$ cat src/rtl/axi_10g_ethernet_0_sync_filter_bus.sv
// Multi-channel level synchroniser with a persistence filter and registered
// rise/fall event pulses for asynchronous status and control inputs.
module axi_10g_ethernet_0_sync_filter_bus #(
  parameter int                  C_NUM_CH        = 4,
  parameter int                  C_NUM_SYNC_REGS = 3,
  parameter logic [C_NUM_CH-1:0] C_RVAL          = {C_NUM_CH{1'b0}},
  parameter int                  C_FILT_CYCLES   = 4
) (
  input  logic                clk,
  input  logic                rst,
  input  logic [C_NUM_CH-1:0] data_in,
  output logic [C_NUM_CH-1:0] data_out,
  output logic [C_NUM_CH-1:0] rise_pulse,
  output logic [C_NUM_CH-1:0] fall_pulse,
  output logic                any_change
);

  localparam int              CNT_W   = $clog2(C_FILT_CYCLES + 1);
  localparam logic [CNT_W-1:0] CNT_MAX = CNT_W'(C_FILT_CYCLES - 1);

  logic [C_NUM_CH-1:0] sync_out;

  for (genvar gi = 0; gi < C_NUM_CH; gi++) begin : g_ch
    (* shreg_extract = "no", ASYNC_REG = "TRUE" *)
    logic [C_NUM_SYNC_REGS-1:0] sync_q;
    logic [C_NUM_SYNC_REGS-1:0] sync_d;

    logic [CNT_W-1:0] cnt_q;
    logic [CNT_W-1:0] cnt_d;
    logic             dout_q;
    logic             dout_d;
    logic             rise_q;
    logic             rise_d;
    logic             fall_q;
    logic             fall_d;

    always_comb begin
      sync_d = {sync_q[C_NUM_SYNC_REGS-2:0], data_in[gi]};
    end

    always_ff @(posedge clk or posedge rst) begin
      if (rst) begin
        sync_q <= {C_NUM_SYNC_REGS{C_RVAL[gi]}};
      end else begin
        sync_q <= sync_d;
      end
    end

    assign sync_out[gi] = sync_q[C_NUM_SYNC_REGS-1];

    // A differing level must survive C_FILT_CYCLES consecutive samples;
    // any agreement in between restarts the count.
    always_comb begin
      cnt_d  = cnt_q;
      dout_d = dout_q;
      rise_d = 1'b0;
      fall_d = 1'b0;
      if (sync_out[gi] == dout_q) begin
        cnt_d = '0;
      end else if (cnt_q == CNT_MAX) begin
        cnt_d  = '0;
        dout_d = sync_out[gi];
        rise_d = sync_out[gi];
        fall_d = ~sync_out[gi];
      end else begin
        cnt_d = cnt_q + CNT_W'(1);
      end
    end

    always_ff @(posedge clk or posedge rst) begin
      if (rst) begin
        cnt_q  <= '0;
        dout_q <= C_RVAL[gi];
        rise_q <= 1'b0;
        fall_q <= 1'b0;
      end else begin
        cnt_q  <= cnt_d;
        dout_q <= dout_d;
        rise_q <= rise_d;
        fall_q <= fall_d;
      end
    end

    assign data_out[gi]   = dout_q;
    assign rise_pulse[gi] = rise_q;
    assign fall_pulse[gi] = fall_q;
  end

  assign any_change = |(rise_pulse | fall_pulse);

endmodule

$ cat config.mk
export PLATFORM = sky130hd
export DESIGN_NAME = axi_10g_ethernet_0_sync_filter_bus
export DESIGN_NICKNAME = d
export VERILOG_FILES = /design/src/rtl/axi_10g_ethernet_0_sync_filter_bus.sv
export SDC_FILE = /design/constraint.sdc
export NUM_CORES = 1
export LEC_CHECK = 0
export CAP_MARGIN = 10
export CORE_MARGIN = 2
export CORE_UTILIZATION = 42
export CTS_CLUSTER_SIZE = 12
export DETAILED_ROUTE_END_ITERATION = 7
export PLACE_DENSITY_LB_ADDON = 0.08
export SLEW_MARGIN = 10
export SYNTH_ARGS = -nofsm -noshare
export SYNTH_HDL_FRONTEND = slang
export SYNTH_SLANG_ARGS = --single-unit
$ cat constraint.sdc
create_clock -name clk -period 1.6 [get_ports clk]
set_clock_uncertainty 0.1 [all_clocks]
set_input_delay 0.24 -clock clk [delete_from_list [all_inputs] [get_ports clk]]
set_output_delay 0.24 -clock clk [all_outputs]
set_load 0.02 [all_outputs]
==> results of run 1 <==
## layout make-up
| class | instances | area share |
|---|---|---|
| tap | 44 | 0.0353 |
| clock buffer | 6 | 0.0264 |
| inverter | 1 | 0.00240 |
| multi-input combinational | 39 | 0.231 |
| clock inverter | 1 | 0.00321 |
| timing repair buffer | 21 | 0.125 |
| sequential | 36 | 0.577 |
## critical path, stage by stage, from the launching register on
cell and delay [ps]:
sky130_fd_sc_hd__dfrtp_1 400, sky130_fd_sc_hd__nor4_2 260, sky130_fd_sc_hd__nand2_1 60, sky130_fd_sc_hd__buf_2 160
## final timing paths
check	startpoint	slack [ps]	to
worst max-delay path	g_ch[2].fall_q$_DFF_PP0_	50	any_change
max in group asynchronous	rst	1070	g_ch[0].cnt_q[1]$_DFF_PP0_
worst max register to register	g_ch[1].cnt_q[0]$_DFF_PP0_	310	g_ch[1].dout_q$_DFFE_PP0P_
worst min register to register	g_ch[1].sync_q[1]$_DFF_PP0_	250	g_ch[1].sync_q[2]$_DFF_PP0_
min in group clk	data_in[1]	240	g_ch[1].sync_q[0]$_DFF_PP0_
worst min-delay path	rst	150	g_ch[3].rise_q$_DFF_PP0_
## power groups by stage
| stage | clock network, mW | logic (mW) | registers [mW] |
|---|---|---|---|
| floorplan | 0 | 0.509 | 1.18 |
| global placement | 0 | 0.620 | 1.20 |
| detailed placement | 0 | 0.643 | 1.21 |
| CTS | 0.456 | 0.587 | 1.19 |
| global route | 0.488 | 0.642 | 1.22 |
| finish | 0.428 | 0.577 | 1.19 |
## flip-flops by register name, summed over array words and instances (netlist names)
| register | count |
|---|---|
| g_ch.cnt_q | 12 |
| g_ch.sync_q | 12 |
| g_ch.dout_q | 4 |
| g_ch.fall_q | 4 |
| g_ch.rise_q | 4 |
## repair_timing
item	CTS	global route
pin swaps	0	1
resized for setup	13	4
endpoints found under the setup margin	13	1
## metal layers
layer	up-vias	share of wire
met1	320	0.45
met2	20	0.46
li1	316	-
met4	0	0.023
met3	6	0.066
met5	-	0
## cell usage after synthesis, types with 2 or more instances
master                     number
sky130_fd_sc_hd__dfrtp_1       36
sky130_fd_sc_hd__and3b_1        3
sky130_fd_sc_hd__mux2_2         2
sky130_fd_sc_hd__nor4_1         2
sky130_fd_sc_hd__nor3b_1       16
sky130_fd_sc_hd__buf_4         12
sky130_fd_sc_hd__xnor2_1        4
sky130_fd_sc_hd__ha_1           4
sky130_fd_sc_hd__mux2_1         2
sky130_fd_sc_hd__nand2b_4       4
## logic make-up after synthesis
kind of cell             count (synthesis)  share of synthesized area
multiplexers                             4                     0.0334
flip-flops                              36                      0.668
XOR/XNOR                                 4                     0.0260
AND/OR/NAND/NOR                         27                      0.166
adder cells (fa/ha/maj)                  4                     0.0371
buffers and inverters                   13                     0.0696
==> impl_metrics.py, run 1 <==
metrics = {
    "die": {
        "core_area_sq_mm": 0.00305,
        "die_height_microns": 60.7,
        "design.die.area_sq_mm": 0.00368,
        "std_cell_rows": 20,
        "start_util": 0.442,
        "die_width_microns": 60.7,
        "io_pins": 19,
    },
    "power_and_ir_drop": {
        "internal_power_mw": 1.52,
        "sw_frac_of_total": 0.307,
        "p_leak_nw": 0.751,
        "pwr-share-clk": 0.195,
        "highest_ir_drop_seen_on_vdd_mv": 0.598,
        "switchingPower_mw": 0.673,
        "report.power.total_mw": 2.19,
        "combPwrFrac": 0.263,
        "seq_power_share": 0.542,
        "power-per-cell-area_mw_per_mm2": 1400,
    },
    "global_route": {
        "first_global_vias": 718,
        "gr-usage-met1": 0.150,
        "wire_length_of_the_first_global_routing_pass_microns": 3130,
        "antenna_found_initial": 0,
        "grt_busiest_layer": "met2",
        "grt_remaining_overflow": 0,
        "use_met3": 0.0640,
        "globalRouteTotalUtil": 0.124,
        "pin_count_of_the_biggest_net_entering_global_routing": 37,
        "groute.layer.met2.usage": 0.181,
    },
    "worst_setup_path": {
        "critical_path_peak_fanout": 2,
        "cp_data_arrival_time_ps": 1210,
        "cp_data_required_time_ps": 1260,
        "setup.worst_path.end_class": "output port",
        "crit_type": "reg2out",
        "reg2reg_depth": 3,
        "critPathLaunchType": "flop",
    },
    "min_path": {
        "worstHoldPathType": "in2async",
    },
    "detailed_routing": {
        "route.detailed.drc": 0,
        "vias": 662,
        "detail_route.wirelength_microns": 1770,
        "first_pass_iters": 2,
        "antenna_violating_nets_post_route": 0,
        "route.detailed.wl_per_inst_microns": 11.9,
        "route.detailed.vias_per_inst": 4.47,
        "first_iter_violations": 11,
    },
    "clocking": {
        "insertion_delay_ps": 330,
        "postCtsSetupRepairBufs": 0,
        "clock_root_buffer": "sky130_fd_sc_hd__clkbuf_4",
        "cts_buffers": 5,
        "max-clock-path-buffers": 2,
        "cts.htree.levels": 2,
        "tritoncts_clock_tree": "yes",
        "cts.reportedPaths.clkPinSlew_ps": 100,
        "cts-hold-fix-buffers": 0,
        "cts.sinks": 36,
    },
    "synthesis": {
        "synth_edf_count": 0,
        "synthFlopType": "sky130_fd_sc_hd__dfrtp_1",
        "synthDominantCellAreaShare": 0.668,
        "yosys-top-cells-area": "sky130_fd_sc_hd__dfrtp_1 67%, sky130_fd_sc_hd__nor3b_1 8.9%, sky130_fd_sc_hd__buf_4 6.7%",
        "yosysSeqAreaShare": 0.668,
        "synth_warnings": 0,
        "synth_seq_cells": 36,
        "synth_top_cell_by_area": "sky130_fd_sc_hd__dfrtp_1",
        "netlist_instances": 88,
        "post_synthesis_area_per_instance_sq_um": 15.3,
        "syn_area_sq_mm": 0.00135,
        "net_count_synth": 98,
        "synth_async_sr_flop_share": 1.00,
        "synth_cell_type_count": 13,
    },
    "cells_and_area": {
        "final_area_sq_mm": 0.00156,
        "stdcell_count": 148,
        "register_area_sq_um": 901,
        "areaGrowthSynthToFinish_pct": 15.8,
        "fillerInstances": 269,
        "area_of_combinational_cells_with_multiple_inputs_sq_um": 360,
        "fin_nets": 114,
        "layout-drive-gt1-share": 0.163,
        "finalCoreUtilization": 0.511,
        "layout_commonest_cell": "sky130_fd_sc_hd__dfrtp_1",
        "layout_common_cells": "36 x sky130_fd_sc_hd__dfrtp_1, 16 x sky130_fd_sc_hd__nor3b_1, 12 x sky130_fd_sc_hd__dlygate4sd2_1",
        "diodes": 0,
    },
    "sta": {
        "slew_headroom": 0.817,
        "rsz0062_at_grt": "yes",
        "post-route-worst-setup-slack_ps": 45.1,
        "slew_violations": 0,
        "finalWorstPathRequiredPeriod_ps": 1550,
        "report.final.hold_viol_count": 0,
        "worst_pin_slew_ps": 273,
        "period_share": 0.972,
        "timing.hold.ws_ps": 145,
        "final-setup-viol-count": 0,
        "setup-tns-final_ps": 0,
        "maxClockFrequency_ghz": 0.643,
    },
    "place": {
        "detailedPlacementHpwl_microns": 1250,
        "io_buffers": 18,
        "gp_congestion": 0.642,
        "post-place-cells": 141,
        "place_worst_setup_slack_ps": 3.96,
        "detailed_place.area_sq_mm": 0.00153,
    },
    "outcome": {
        "run_status": "finished clean",
    },
    "run": {
        "cap_violations": 0,
    },
}
Note: power is estimated with default switching activity, not from simulation.
==> inputs of run 2 (changes only) <==
--- a/config.mk
+++ b/config.mk
@@ -10,7 +10,7 @@
 export CORE_UTILIZATION = 42
 export CTS_CLUSTER_SIZE = 12
 export DETAILED_ROUTE_END_ITERATION = 7
-export PLACE_DENSITY_LB_ADDON = 0.08
+export PLACE_DENSITY = 0.63
 export SLEW_MARGIN = 10
 export SYNTH_ARGS = -nofsm -noshare
 export SYNTH_HDL_FRONTEND = slang
==> run 2 against run 1 <==
  * Die area is the same
  * Largest cell class unchanged
  * Largest power group unchanged
  * Wire length decreased by 5.6%
  * Clock power grew 9.8%
  * Fmax decreased by 1.3%
  * Design area increased by 1.9%
  * Sequential share of layout area fell by 1.1 points
  * Critical path depth unchanged
==> impl_metrics.py, run 2 (synthesis results as in run 1) <==
metrics = {
    "outcome": {
        "run_status": "finished clean",
    },
    "die": {
        "start_util": 0.442,
        "io_pins": 19,
        "die_width_microns": 60.7,
        "die_height_microns": 60.7,
        "std_cell_rows": 20,
        "design.die.area_sq_mm": 0.00368,
        "core_area_sq_mm": 0.00305,
    },
    "clocking": {
        "insertion_delay_ps": 320,
        "cts.htree.levels": 2,
        "cts.sinks": 36,
        "max-clock-path-buffers": 2,
        "clock_root_buffer": "sky130_fd_sc_hd__clkbuf_4",
        "tritoncts_clock_tree": "yes",
        "cts_buffers": 5,
        "cts.reportedPaths.clkPinSlew_ps": 90,
        "cts-hold-fix-buffers": 0,
    },
    "sta": {
        "setup-tns-final_ps": 0,
        "report.final.hold_viol_count": 0,
        "timing.hold.ws_ps": 148,
        "slew_violations": 0,
        "post-route-worst-setup-slack_ps": 24.2,
        "finalWorstPathRequiredPeriod_ps": 1580,
        "rsz0062_at_grt": "yes",
        "period_share": 0.985,
        "slew_headroom": 0.816,
        "worst_pin_slew_ps": 274,
        "maxClockFrequency_ghz": 0.635,
        "final-setup-viol-count": 0,
    },
    "cells_and_area": {
        "diodes": 0,
        "finalCoreUtilization": 0.521,
        "stdcell_count": 150,
        "final_area_sq_mm": 0.00159,
        "fin_nets": 115,
        "biggestRegsByFlops": "g_ch.cnt_q (12), g_ch.sync_q (12)",
        "layout_common_cells": "36 x sky130_fd_sc_hd__dfrtp_1, 16 x sky130_fd_sc_hd__nor3b_1, 11 x sky130_fd_sc_hd__dlygate4sd2_1",
        "areaGrowthSynthToFinish_pct": 18.0,
        "layout-drive-gt1-share": 0.170,
        "layout_commonest_cell": "sky130_fd_sc_hd__dfrtp_1",
    },
    "worst_setup_path": {
        "path_cells": "nor4_2 -> nand2_1 -> buf_6",
        "worst_stage_delay_on_the_critical_path_ps": 400,
        "critPathLaunchType": "flop",
        "crit_type": "reg2out",
        "cp_data_arrival_time_ps": 1240,
        "critical_path_peak_fanout": 2,
        "setup.reg_to_reg.worst_slack_ps": 320,
        "setup.worst_path.end_class": "output port",
        "cp_data_required_time_ps": 1260,
        "critical_path.slowest_cell": "sky130_fd_sc_hd__dfrtp_1",
    },
    "detailed_routing": {
        "route.detailed.wl_per_inst_microns": 11.1,
        "first_pass_iters": 4,
        "route.detailed.drc": 0,
        "antenna_violating_nets_post_route": 0,
        "vias": 657,
        "detail_route.wirelength_microns": 1670,
        "route.detailed.vias_per_inst": 4.38,
        "first_iter_violations": 17,
    },
    "global_route": {
        "first_global_vias": 690,
        "wire_length_of_the_first_global_routing_pass_microns": 2980,
        "grt_remaining_overflow": 0,
        "globalRouteTotalUtil": 0.120,
        "pin_count_of_the_biggest_net_entering_global_routing": 37,
        "antenna_found_initial": 0,
    },
    "place": {
        "post-place-cells": 142,
        "detailed_place.area_sq_mm": 0.00154,
        "place_worst_setup_slack_ps": -82.5,
        "gp_congestion": 0.627,
        "detailedPlacementHpwl_microns": 1190,
        "io_buffers": 18,
    },
    "power_and_ir_drop": {
        "p_leak_nw": 0.775,
        "report.power.total_mw": 2.26,
        "highest_ir_drop_seen_on_vdd_mv": 0.623,
        "power-per-cell-area_mw_per_mm2": 1420,
    },
    "run": {
        "cap_violations": 0,
    },
    "min_path": {
        "worstHoldPathType": "in2async",
    },
}
-- run 2: cell types whose count changed in the layout (fill, tap and decap cells not counted) --
cell                             previous run  this run
sky130_fd_sc_hd__buf_2                      1         0
sky130_fd_sc_hd__dlygate4sd2_1             12        11
sky130_fd_sc_hd__clkinv_2                   1         0
sky130_fd_sc_hd__clkbuf_8                   0         1
sky130_fd_sc_hd__buf_4                      2         3
sky130_fd_sc_hd__dlymetal6s2s_1             0         1
sky130_fd_sc_hd__clkbuf_1                   1         2
sky130_fd_sc_hd__buf_6                      0         1
-- run 2: metal layers --
layer	GRT usage	vias to the layer above	wire, microns
li1	-	318	-
met1	0.140	316	748
met2	0.178	19	785
met3	0.0704	4	106
met4	0.0559	0	26
met5	0	-	0
-- run 2: what timing repair did --
item | CTS | global route
pin swaps | 0 | 2
buffers inserted | 0 | 0
resized for setup | 15 | 4
endpoints found under the setup margin | 13 | 2
-- run 2: area by class of cell --
cell class / count / area, sq um
Fill cell: 268 / 1460
Sequential cell: 36 / 901
Multi-Input combinational cell: 39 / 360
Timing Repair Buffer: 22 / 213
Clock buffer: 8 / 58.8
Tap cell: 44 / 55.1
Inverter: 1 / 3.75
-- run 2: worst max-delay path: cells and delay by family (launching register included) --
family / cells / cell delay, ps
buffers and inverters: 1 / 140
flip-flops: 1 / 400
AND/OR/NAND/NOR: 2 / 370
-- run 2: power by group --
part | switching [mW] | total [mW] | internal [mW]
Clock | 0.253 | 0.470 | 0.217
Sequential | 0.116 | 1.19 | 1.07
Combinational | 0.300 | 0.609 | 0.310
Total | 0.669 | 2.26 | 1.60
-- run 2: worst paths after layout --
path / from / endpoint / cells after the start
max in group asynchronous: rst / g_ch[3].cnt_q[0]$_DFF_PP0_ / 3
worst min-delay path: rst / g_ch[1].dout_q$_DFFE_PP0P_ / 3
min in group clk: data_in[0] / g_ch[0].sync_q[0]$_DFF_PP0_ / 1
worst max-delay path: g_ch[1].rise_q$_DFF_PP0_ / any_change / 3
worst min register to register: g_ch[0].sync_q[0]$_DFF_PP0_ / g_ch[0].sync_q[1]$_DFF_PP0_ / 0
worst max register to register: g_ch[1].cnt_q[0]$_DFF_PP0_ / g_ch[1].dout_q$_DFFE_PP0P_ / 3
==> inputs of run 3 (changes only) <==
==> constraint.sdc (replaced) <==
create_clock -name clk -period 2 [get_ports clk]
set_clock_uncertainty 0.1 [all_clocks]
set_input_delay 0.3 -clock clk [delete_from_list [all_inputs] [get_ports clk]]
set_output_delay 0.3 -clock clk [all_outputs]
set_load 0.02 [all_outputs]
==> run 3 against run 2 <==
  * Total power down 18%
  * Setup slack better by 160 ps
  * Non-clock buffer count down 3
  * Sequential cell count unchanged
  * Hold slack better by 96 ps
  * Die area unchanged
  * Highest routed layer unchanged
==> impl_metrics.py, run 3 (synthesis results as in run 1) <==
metrics = {
    "outcome": {
        "run_status": "finished clean",
    },
    "global_route": {
        "globalRouteTotalUtil": 0.119,
        "use_met3": 0.0640,
        "grt_busiest_layer": "met2",
        "antenna_found_initial": 0,
        "grt_remaining_overflow": 0,
        "first_global_vias": 703,
        "wire_length_of_the_first_global_routing_pass_microns": 2920,
        "pin_count_of_the_biggest_net_entering_global_routing": 37,
        "groute.layer.met2.usage": 0.177,
        "gr-usage-met1": 0.127,
    },
    "run": {
        "cap_violations": 0,
    },
    "power_and_ir_drop": {
        "pwr-share-clk": 0.222,
        "combPwrFrac": 0.266,
        "switchingPower_mw": 0.541,
        "power-per-cell-area_mw_per_mm2": 1180,
        "seq_power_share": 0.511,
        "sw_frac_of_total": 0.291,
        "internal_power_mw": 1.32,
        "p_leak_nw": 0.701,
        "highest_ir_drop_seen_on_vdd_mv": 0.464,
    },
    "detailed_routing": {
        "first_iter_violations": 12,
        "route.detailed.vias_per_inst": 4.48,
        "vias": 654,
        "route.detailed.wl_per_inst_microns": 11.6,
        "first_pass_iters": 3,
        "antenna_violating_nets_post_route": 0,
        "detail_route.wirelength_microns": 1690,
        "route.detailed.drc": 0,
    },
    "cells_and_area": {
        "fillerInstances": 276,
        "fin_nets": 112,
        "layout-drive-gt1-share": 0.147,
        "biggestRegsByFlops": "g_ch.cnt_q (12), g_ch.sync_q (12)",
        "finalCoreUtilization": 0.515,
        "areaGrowthSynthToFinish_pct": 16.5,
        "diodes": 0,
        "layout_common_cells": "36 x sky130_fd_sc_hd__dfrtp_1, 17 x sky130_fd_sc_hd__clkdlybuf4s50_1, 16 x sky130_fd_sc_hd__nor3b_1",
        "layout_commonest_cell": "sky130_fd_sc_hd__dfrtp_1",
    },
    "die": {
        "die_width_microns": 60.7,
        "std_cell_rows": 20,
        "design.die.area_sq_mm": 0.00368,
        "start_util": 0.442,
        "io_pins": 19,
        "core_area_sq_mm": 0.00305,
        "die_height_microns": 60.7,
    },
    "clocking": {
        "clock_root_buffer": "sky130_fd_sc_hd__clkbuf_4",
        "max-clock-path-buffers": 2,
        "cts_buffers": 5,
        "cts.reportedPaths.clkPinSlew_ps": 100,
        "insertion_delay_ps": 330,
        "cts.htree.levels": 2,
        "cts.sinks": 36,
        "tritoncts_clock_tree": "yes",
        "postCtsSetupRepairBufs": 0,
    },
    "worst_setup_path": {
        "reg2reg_depth": 3,
        "setup.worst_path.end_class": "output port",
        "cp_data_required_time_ps": 1600,
        "critical_path_peak_fanout": 2,
        "critPathLaunchType": "flop",
        "cp_data_arrival_time_ps": 1410,
        "crit_type": "reg2out",
    },
    "sta": {
        "worst_pin_slew_ps": 429,
        "final-setup-viol-count": 0,
        "slew_headroom": 0.714,
        "maxClockFrequency_ghz": 0.551,
        "timing.hold.ws_ps": 245,
        "setup-tns-final_ps": 0,
        "period_share": 0.907,
        "slew_violations": 0,
        "finalWorstPathRequiredPeriod_ps": 1810,
        "rsz0062_at_grt": "no",
        "report.final.hold_viol_count": 0,
    },
    "place": {
        "detailedPlacementHpwl_microns": 1200,
        "io_buffers": 18,
        "gp_congestion": 0.609,
    },
    "min_path": {
        "worstHoldPathType": "reg2reg",
        "instance_count_along_the_most_critical_hold_path": 0,
    },
}
==> run 3: cell types whose count changed in the layout (fill, tap and decap cells not counted), moves of 2 or more <==
cell	change
sky130_fd_sc_hd__clkbuf_1	-2
sky130_fd_sc_hd__clkdlybuf4s50_1	+12
sky130_fd_sc_hd__dlygate4sd2_1	-10
sky130_fd_sc_hd__buf_4	-2
==> run 3: power by group through the flow <==
stage	combinational, mW	sequential, mW	clock [mW]
after detailed placement	0.513	0.968	0
after global placement	0.487	0.957	0
after floorplan	0.407	0.942	0
after global routing	0.554	0.970	0.460
after CTS	0.509	0.954	0.441
final	0.496	0.952	0.414
==> run 3: cell type report <==
| class | count | area, sq um | share of cell area |
|---|---|---|---|
| Timing Repair Buffer | 19 | 186 | 0.119 |
| Inverter | 1 | 3.75 | 0.00239 |
| Clock buffer | 7 | 65.1 | 0.0414 |
| Sequential cell | 36 | 901 | 0.573 |
| Multi-Input combinational cell | 39 | 360 | 0.229 |
| Tap cell | 44 | 55.1 | 0.0350 |
==> run 3: repair_timing <==
| action | in CTS | in global routing |
|---|---|---|
| hold buffers | 0 | 0 |
| hold endpoints to repair | 0 | 0 |
| gates resized for setup | 2 | 0 |
| endpoints found under the setup margin | 1 | 0 |
==> run 3: stage by stage <==
stage          worst slack [ps]  instance area [sq um]  instances  total power, mW
2_1_floorplan               784                   1350         88             1.35
3_3_place_gp                275                   1500        139             1.44
3_5_place_dp                255                   1500        139             1.48
4_1_cts                     141                   1570        146             1.90
5_1_grt                    62.8                   1570        146             1.98
6_report                    185                   1570        146             1.86
==> run 3: worst paths after layout <==
check                                                  from                          end  slack [ps]
worst max-delay path               g_ch[0].fall_q$_DFF_PP0_                   any_change         190
worst min-delay path            g_ch[2].sync_q[1]$_DFF_PP0_  g_ch[2].sync_q[2]$_DFF_PP0_         240
worst max register to register   g_ch[2].cnt_q[0]$_DFF_PP0_   g_ch[2].dout_q$_DFFE_PP0P_         720
worst min register to register  g_ch[2].sync_q[1]$_DFF_PP0_  g_ch[2].sync_q[2]$_DFF_PP0_         240
max in group asynchronous                               rst  g_ch[2].sync_q[1]$_DFF_PP0_        1230
min in group asynchronous                               rst  g_ch[0].sync_q[0]$_DFF_PP0_         270
==> run 3: worst max-delay path, stage by stage, from the launching register on <==
cell and delay (ps):
sky130_fd_sc_hd__dfrtp_1 400, sky130_fd_sc_hd__nor4_2 290, sky130_fd_sc_hd__nand2_1 70, sky130_fd_sc_hd__dlygate4sd2_1 320
==> run 3: routing by layer <==
layer,wire length [microns],up-vias
met5,0,-
met4,57,0
met3,133,7
met2,767,19
met1,735,316
li1,-,312
